## src/rtl/tank_pkg.sv

```systemverilog
// Shared constants and state encoding for the tank game movement scheduler.
// Map is 18x18, row-major, one occupancy bit per cell.
package tank_pkg;

    localparam int MAP_W     = 18;
    localparam int MAP_CELLS = 324;
    localparam int CELL_W    = 10;

    localparam int REQ_TANK1 = 0;
    localparam int REQ_TANK2 = 1;
    localparam int REQ_BUL1  = 2;
    localparam int REQ_BUL2  = 3;

    typedef enum logic [1:0] {
        ST_WAIT = 2'd0,
        ST_SCAN = 2'd1,
        ST_DONE = 2'd2
    } sched_state_t;

endpackage

```

## src/rtl/game_tick_gen.sv

```systemverilog
// Game tick divider: one-cycle pulse every TICK_DIV enabled cycles.
// The count holds while disabled, so a pause shortens nothing.
module game_tick_gen #(
    parameter int TICK_DIV = 5000000
) (
    input  logic i_clk,
    input  logic i_rst,
    input  logic i_en,
    output logic o_tick
);

    localparam int CW = $clog2(TICK_DIV);
    localparam logic [CW-1:0] LAST = CW'(TICK_DIV - 1);

    logic [CW-1:0] r_cnt;
    logic          r_tick;
    logic          w_wrap;

    assign w_wrap = i_en && (r_cnt == LAST);

    always_ff @(posedge i_clk) begin
        if (i_rst) begin
            r_cnt  <= '0;
            r_tick <= 1'b0;
        end else begin
            r_tick <= w_wrap;
            if (w_wrap)
                r_cnt <= '0;
            else if (i_en)
                r_cnt <= r_cnt + 1'b1;
        end
    end

    assign o_tick = r_tick;

endmodule

```

## src/rtl/tank_step_scheduler.sv

```systemverilog
// Serialises the four movers' collision lookups into a 4-slot scan per tick,
// rotating the first-served requester each scan for fairness.
module tank_step_scheduler
    import tank_pkg::*;
#(
    parameter int TICK_DIV = 5000000
) (
    input  logic                 clock,
    input  logic                 reset,
    input  logic                 enable,
    input  logic [3:0]           req,
    input  logic [CELL_W-1:0]    target0,
    input  logic [CELL_W-1:0]    target1,
    input  logic [CELL_W-1:0]    target2,
    input  logic [CELL_W-1:0]    target3,
    input  logic [MAP_CELLS-1:0] map,
    output logic                 tick,
    output logic                 busy,
    output logic [3:0]           grant,
    output logic                 grant_ok,
    output logic                 frame_done,
    output logic [1:0]           rr_ptr
);

    sched_state_t r_state, w_next;

    logic [1:0]        r_slot;
    logic [1:0]        r_rr;
    logic [3:0]        r_req;
    logic [CELL_W-1:0] r_tgt   [4];
    logic [3:0]        r_acc_v;
    logic [CELL_W-1:0] r_acc_t [4];

    logic                 w_tick;
    logic [1:0]           w_k;
    logic [CELL_W-1:0]    w_tgt;
    logic [MAP_CELLS-1:0] w_cell;
    logic                 w_wall;
    logic                 w_dup;
    logic                 w_ok;
    logic                 w_gnt;

    game_tick_gen #(
        .TICK_DIV(TICK_DIV)
    ) u_tick (
        .i_clk (clock),
        .i_rst (reset),
        .i_en  (enable),
        .o_tick(w_tick)
    );

    // Out-of-range targets shift the one-hot cell mask to zero.
    always_comb begin
        w_k    = r_rr + r_slot;
        w_tgt  = r_tgt[w_k];
        w_cell = {{(MAP_CELLS-1){1'b0}}, 1'b1} << w_tgt;
        w_wall = |(map & w_cell);
        w_dup  = 1'b0;
        for (int j = 0; j < 4; j++)
            if (r_acc_v[j] && (r_acc_t[j] == w_tgt))
                w_dup = 1'b1;
        w_ok  = (w_tgt < CELL_W'(MAP_CELLS)) && !w_wall && !w_dup;
        w_gnt = (r_state == ST_SCAN) && r_req[w_k];
    end

    always_comb begin
        w_next = r_state;
        unique case (r_state)
            ST_WAIT: if (w_tick) w_next = ST_SCAN;
            ST_SCAN: if (r_slot == 2'd3) w_next = ST_DONE;
            ST_DONE: w_next = ST_WAIT;
            default: w_next = ST_WAIT;
        endcase
    end

    always_ff @(posedge clock) begin
        if (reset) begin
            r_state <= ST_WAIT;
            r_slot  <= 2'd0;
            r_rr    <= 2'd0;
            r_req   <= 4'd0;
            r_acc_v <= 4'd0;
            for (int i = 0; i < 4; i++) begin
                r_tgt[i]   <= '0;
                r_acc_t[i] <= '0;
            end
        end else begin
            r_state <= w_next;
            unique case (r_state)
                ST_WAIT: if (w_tick) begin
                    r_req    <= req;
                    r_tgt[0] <= target0;
                    r_tgt[1] <= target1;
                    r_tgt[2] <= target2;
                    r_tgt[3] <= target3;
                    r_acc_v  <= 4'd0;
                    r_slot   <= 2'd0;
                end
                ST_SCAN: begin
                    r_slot <= r_slot + 1'b1;
                    if (w_gnt && w_ok) begin
                        r_acc_v[r_slot] <= 1'b1;
                        r_acc_t[r_slot] <= w_tgt;
                    end
                end
                ST_DONE: r_rr <= r_rr + 1'b1;
                default: ;
            endcase
        end
    end

    assign tick       = w_tick;
    assign busy       = (r_state == ST_SCAN);
    assign grant      = w_gnt ? (4'b0001 << w_k) : 4'b0000;
    assign grant_ok   = w_gnt && w_ok;
    assign frame_done = (r_state == ST_DONE);
    assign rr_ptr     = r_rr;

endmodule

```

## config.mk

```make
export PLATFORM = sky130hd
export DESIGN_NAME = tank_step_scheduler
export DESIGN_NICKNAME = d
export VERILOG_FILES = /design/src/rtl/tank_pkg.sv /design/src/rtl/game_tick_gen.sv /design/src/rtl/tank_step_scheduler.sv
export SDC_FILE = /design/constraint.sdc
export NUM_CORES = 1
export LEC_CHECK = 0
export ABC_AREA = 1
export CAP_MARGIN = 25
export CORE_MARGIN = 8
export CORE_UTILIZATION = 46
export CTS_CLUSTER_SIZE = 30
export DETAILED_ROUTE_END_ITERATION = 6
export PLACE_DENSITY_LB_ADDON = 0.25
export SLEW_MARGIN = 20
export SYNTH_ARGS = -nofsm -noshare
export SYNTH_HDL_FRONTEND = slang
export SYNTH_SLANG_ARGS = --single-unit
```

## constraint.sdc

```tcl
create_clock -name clock -period 4.2 [get_ports clock]
set_input_delay 0.84 -clock clock [delete_from_list [all_inputs] [get_ports clock]]
set_output_delay 0.84 -clock clock [all_outputs]
set_load 0.03 [all_outputs]
```

==> results of run 1 <==
final cells by class:
type                    count  area (µm²)
clock buffers              18         439
clock inverters            14         139
well taps                 280         350
multi-input cells        1267        6290
repair buffers            480        4910
fillers                  1534        5480
flip-flops and latches    118        3170
inverters                 193         767
diodes                      1        2.50
repair inverters            1        11.3
power by group through the flow:
| stage | Combinational [mW] | Clock, mW | Sequential [mW] |
|---|---|---|---|
| finish | 0.860 | 1.47 | 1.30 |
| global route | 0.884 | 1.49 | 1.30 |
| CTS | 0.805 | 1.43 | 1.29 |
| detailed placement | 0.724 | 0 | 1.31 |
| global placement | 0.721 | 0 | 1.31 |
| floorplan | 0.228 | 0 | 1.31 |
metal layers:
layer | vias to the layer above | part of all wire [%]
li1 | 6236 | -
met1 | 6647 | 34
met2 | 1527 | 45
met3 | 427 | 13
met4 | 4 | 8.2
met5 | - | 0.044
flip-flops by register name (all words and copies together), names as in the netlist:
name,cells
r_req,4
r_state,2
u_tick.r_cnt,23
rr_ptr,2
u_tick.o_tick,1
r_acc_v,4
r_tgt,40
r_slot,2
r_acc_t,40
how the worst max path moves through the flow:
stage / endpoint / slack (ns) / depth (start not counted)
floorplan: r_acc_t[3][0] / 0.21 / 23
global placement: grant_ok / -0.06 / 22
detailed placement: grant_ok / -0.08 / 24
CTS: grant_ok / -0.06 / 25
global route: grant_ok / -0.57 / 23
finish: grant_ok / -0.55 / 23
cell usage after synthesis, types with 9 or more instances:
master	count
nand2_1	438
nor2_1	376
inv_1	176
nand4_1	142
nand3_1	116
edfxtp_1	80
dfxtp_1	38
nor3_1	35
a21oi_1	34
buf_2	30
clkbuf_1	30
o21ai_0	20
inv_2	15
nand2_2	11
nor2_2	11
o21ai_1	10
xor2_1	10
nor4_1	9
per-stage QoR:
step | cell area (µm²) | total power, mW | worst slack, ns | hold slack, ns | setup TNS [ns]
2_1_floorplan | 10000 | 1.54 | 0.207 | 0.430 | 0
3_3_place_gp | 14500 | 2.03 | -0.0562 | 0.447 | -0.0562
3_5_place_dp | 14500 | 2.04 | -0.0764 | 0.459 | -0.0764
4_1_cts | 15900 | 3.53 | -0.0617 | 0.478 | -0.0617
5_1_grt | 16100 | 3.67 | -0.566 | 0.513 | -0.705
6_report | 16100 | 3.63 | -0.547 | 0.486 | -0.559
worst max-delay path, stage by stage, from the launching register on:
cell,delay [ns]
dfxtp_2,0.34
ha_4,0.31
inv_6,0.08
buf_4,0.16
nand2_1,0.08
nand2_2,0.08
nand3_2,0.10
nand2_4,0.10
buf_6,0.15
nor2_2,0.20
nand2_4,0.13
nor4_1,0.48
nand2_1,0.13
nand2_1,0.29
nor2_1,0.09
nand2_1,0.10
nor2_1,0.05
nand2_1,0.06
nor2_1,0.04
nor2_1,0.10
nor2_1,0.06
nand2_2,0.12
inv_2,0.06
buf_12,0.13
kinds of logic after synthesis:
logic type / count (synthesis) / share of synthesized area, %
adder cells (fa/ha/maj): 6 / 0.751
AND/OR/NAND/NOR: 1152 / 50.5
XOR/XNOR: 16 / 1.40
buffers and inverters: 266 / 10.6
other: 1 / 0.0375
flip-flops: 118 / 31.6
AO/OA/AOI/OAI: 89 / 5.04
repair_timing:
action | CTS | global route
pin swaps | 22 | 23
hold buffers | 0 | 0
gates resized for setup | 121 | 35
hold endpoints to repair | 0 | 0
endpoints found under the setup margin | 31 | 2
cloned | 6 | 0
setup buffers | 15 | 8
==> impl_table.tex, run 1 <==
\begin{tabular}{lr}
\hline
Metric & Value \\
\hline
\multicolumn{2}{l}{\textbf{Run status}} \\
\quad Status & finished with violations \\
\quad Violations in the final reports & design-rule violations, negative setup slack \\
\multicolumn{2}{l}{\textbf{Power}} \\
\quad Combinational Power Share & 23.7\% \\
\quad Power density over the cells & 226 nW/µm² \\
\quad Cell leakage power & 7.17 nW \\
\quad Max IR drop VDD & 0.000400 V \\
\quad Net switching power figure & 1.07 mW \\
\quad Fraction of power spent switching nets & 29.4\% \\
\quad Seq pwr share & 35.8\% \\
\quad Power Internal & 2.56 mW \\
\quad Clock power frac & 40.5\% \\
\multicolumn{2}{l}{\textbf{Timing}} \\
\quad Remaining max-slew budget at the tightest pin & 34.6\% \\
\quad Final critical delay including setup and external delays & 4.75 ns \\
\quad Final Worst Setup Slack & -0.547 ns \\
\quad Number of setup violations in the final report & 2 \\
\quad Fmax & 211 MHz \\
\quad Unrepaired setup endpoints after global routing & true \\
\quad Max Transition Viols Final & 0 \\
\quad Final hold violation count & 0 \\
\quad Worst clock skew on the final layout & 0.0130 ns \\
\quad Transition time at the pin with the least slew margin & 0.977 ns \\
\quad Post-route clock period utilization & 113\% \\
\multicolumn{2}{l}{\textbf{Layout}} \\
\quad Share of the core filled with cells in the final layout & 74.6\% \\
\quad Number of non-filler instances in the completed layout & 2372 \\
\quad Share of layout cells above drive strength 1 & 12.9\% \\
\quad Area growth from synthesis to layout & 60.8\% \\
\quad Leading cell types in the layout, fill and taps excluded & 418 x nand2\_1, 379 x clkdlybuf4s50\_1, 333 x nor2\_1, 174 x inv\_1, 142 x nand4\_1 \\
\quad Number of nets in the final layout & 2455 \\
\quad Leading cell type in the layout, fill and taps excluded & nand2\_1 \\
\multicolumn{2}{l}{\textbf{Synth}} \\
\quad \#FFs+latches synth & 118 \\
\quad Count of flip-flops with a built-in enable after synthesis & 80 \\
\quad Synth Area per Inst & 6.07 µm² \\
\quad Sequential cell area fraction in the yosys report & 31.6\% \\
\quad Top FF cell, synth & edfxtp\_1 \\
\quad Async set or reset register ratio after synthesis & 0\% \\
\quad Portion of synthesized cell area occupied by the leading cell type & 24.0\% \\
\quad Number of different library cells in the post-synthesis netlist & 41 \\
\quad Cells taking the most area after synthesis & edfxtp\_1 24\%, nand2\_1 16\%, nor2\_1 14\% \\
\quad Number of instances in the synthesized netlist & 1648 \\
\quad Top cell type by total area after synthesis & edfxtp\_1 \\
\quad Synth Cell Area & 10000 µm² \\
\quad Synthesis Warnings & 0 \\
\multicolumn{2}{l}{\textbf{Job}} \\
\quad Max-Cap Viols & 0 \\
\multicolumn{2}{l}{\textbf{Routing}} \\
\quad Initial drt markers & 2238 \\
\quad Final Routed Wirelength & 62.0 mm \\
\quad Detailed-route wire length per cell & 26.2 µm \\
\quad Routed vias/inst & 6.26 \\
\quad Antenna Violating Nets Remaining & 0 \\
\quad DRT Pass-1 Iters & 7 \\
\quad DRC Markers & 14 \\
\quad Overall via count from detail\_route & 14800 \\
\multicolumn{2}{l}{\textbf{Die}} \\
\quad Core Region & 21600 µm² \\
\quad Floorplan die height & 163 µm \\
\quad Die X & 163 µm \\
\quad Overall die area & 26700 µm² \\
\quad Top-level port count & 381 \\
\quad Number of cell rows & 54 \\
\quad Starting Density & 46.4\% \\
\multicolumn{2}{l}{\textbf{Clock network}} \\
\quad Longest Clk Path Bufs & 2 \\
\quad Clock tree from TritonCTS & yes \\
\quad Cell at the root of the clock tree & clkbuf\_16 \\
\quad Number of clock buffers inserted by TritonCTS & 17 \\
\quad Clock transition at the registers of the reported paths & 0.06 ns \\
\quad CTS H-Tree Depth & 4 \\
\quad Sink Count & 118 \\
\quad Latest clock arrival within the worst-skew pair & 0.43 ns \\
\multicolumn{2}{l}{\textbf{Critical path}} \\
\quad Timing startpoint of the critical path & rr\_ptr[0] \\
\quad CP Data Required Time & 3.36 ns \\
\quad Kind of critical path & register to output pin \\
\quad Register-to-register setup slack & -0.01 ns \\
\quad Launching point of the worst reg2reg path & rr\_ptr[0] \\
\quad Depth of the worst register-to-register path & 28 \\
\quad Type of element launching the critical path & register \\
\quad Worst flop-to-flop path endpoint & r\_acc\_t[2][1] \\
\quad Category of the worst setup path capture point & output pin \\
\quad Signal arrival time at the worst endpoint & 3.91 ns \\
\quad CP max FO & 15 \\
\multicolumn{2}{l}{\textbf{Place}} \\
\quad Dpl cells & 2310 \\
\quad Final RePlAce weighted congestion & 1.10 \\
\quad Sum of net half-perimeters after detailed placement & 42.1 mm \\
\quad Number of buffers inserted by port buffering & 380 \\
\multicolumn{2}{l}{\textbf{Hold path}} \\
\quad End of the worst hold path & r\_acc\_v[1] \\
\quad Type of the tightest min-delay check & register to register \\
\quad Number of cells traversed by the worst hold path & 2 \\
\quad Startpoint of the lowest-slack hold path & r\_acc\_v[1] \\
\multicolumn{2}{l}{\textbf{Global routing}} \\
\quad Global routing usage on met2 & 71.8\% \\
\quad Initial antenna violation count & 3 \\
\quad Met3 layer usage reported by global route & 11.9\% \\
\quad Pin count of the biggest net entering global routing & 56 \\
\quad Met1 track demand over resource in global routing & 50.3\% \\
\quad Wire length of the first global-routing pass & 88.2 mm \\
\quad Routing layer with the top usage in global route & met2 \\
\quad Overall routing resource usage & 43.8\% \\
\quad Remaining global-route overflow & 0 \\
\quad Number of global-route vias before repair & 14400 \\
\hline
\end{tabular}
Power figures use the tool's default switching activity.
==> inputs of run 2 (changes only) <==
Settings changed: CTS_CLUSTER_SIZE 30 to unset.
==> results of run 2 <==
Same layout as run 1: the final DEF is identical, and so are final timing and power.
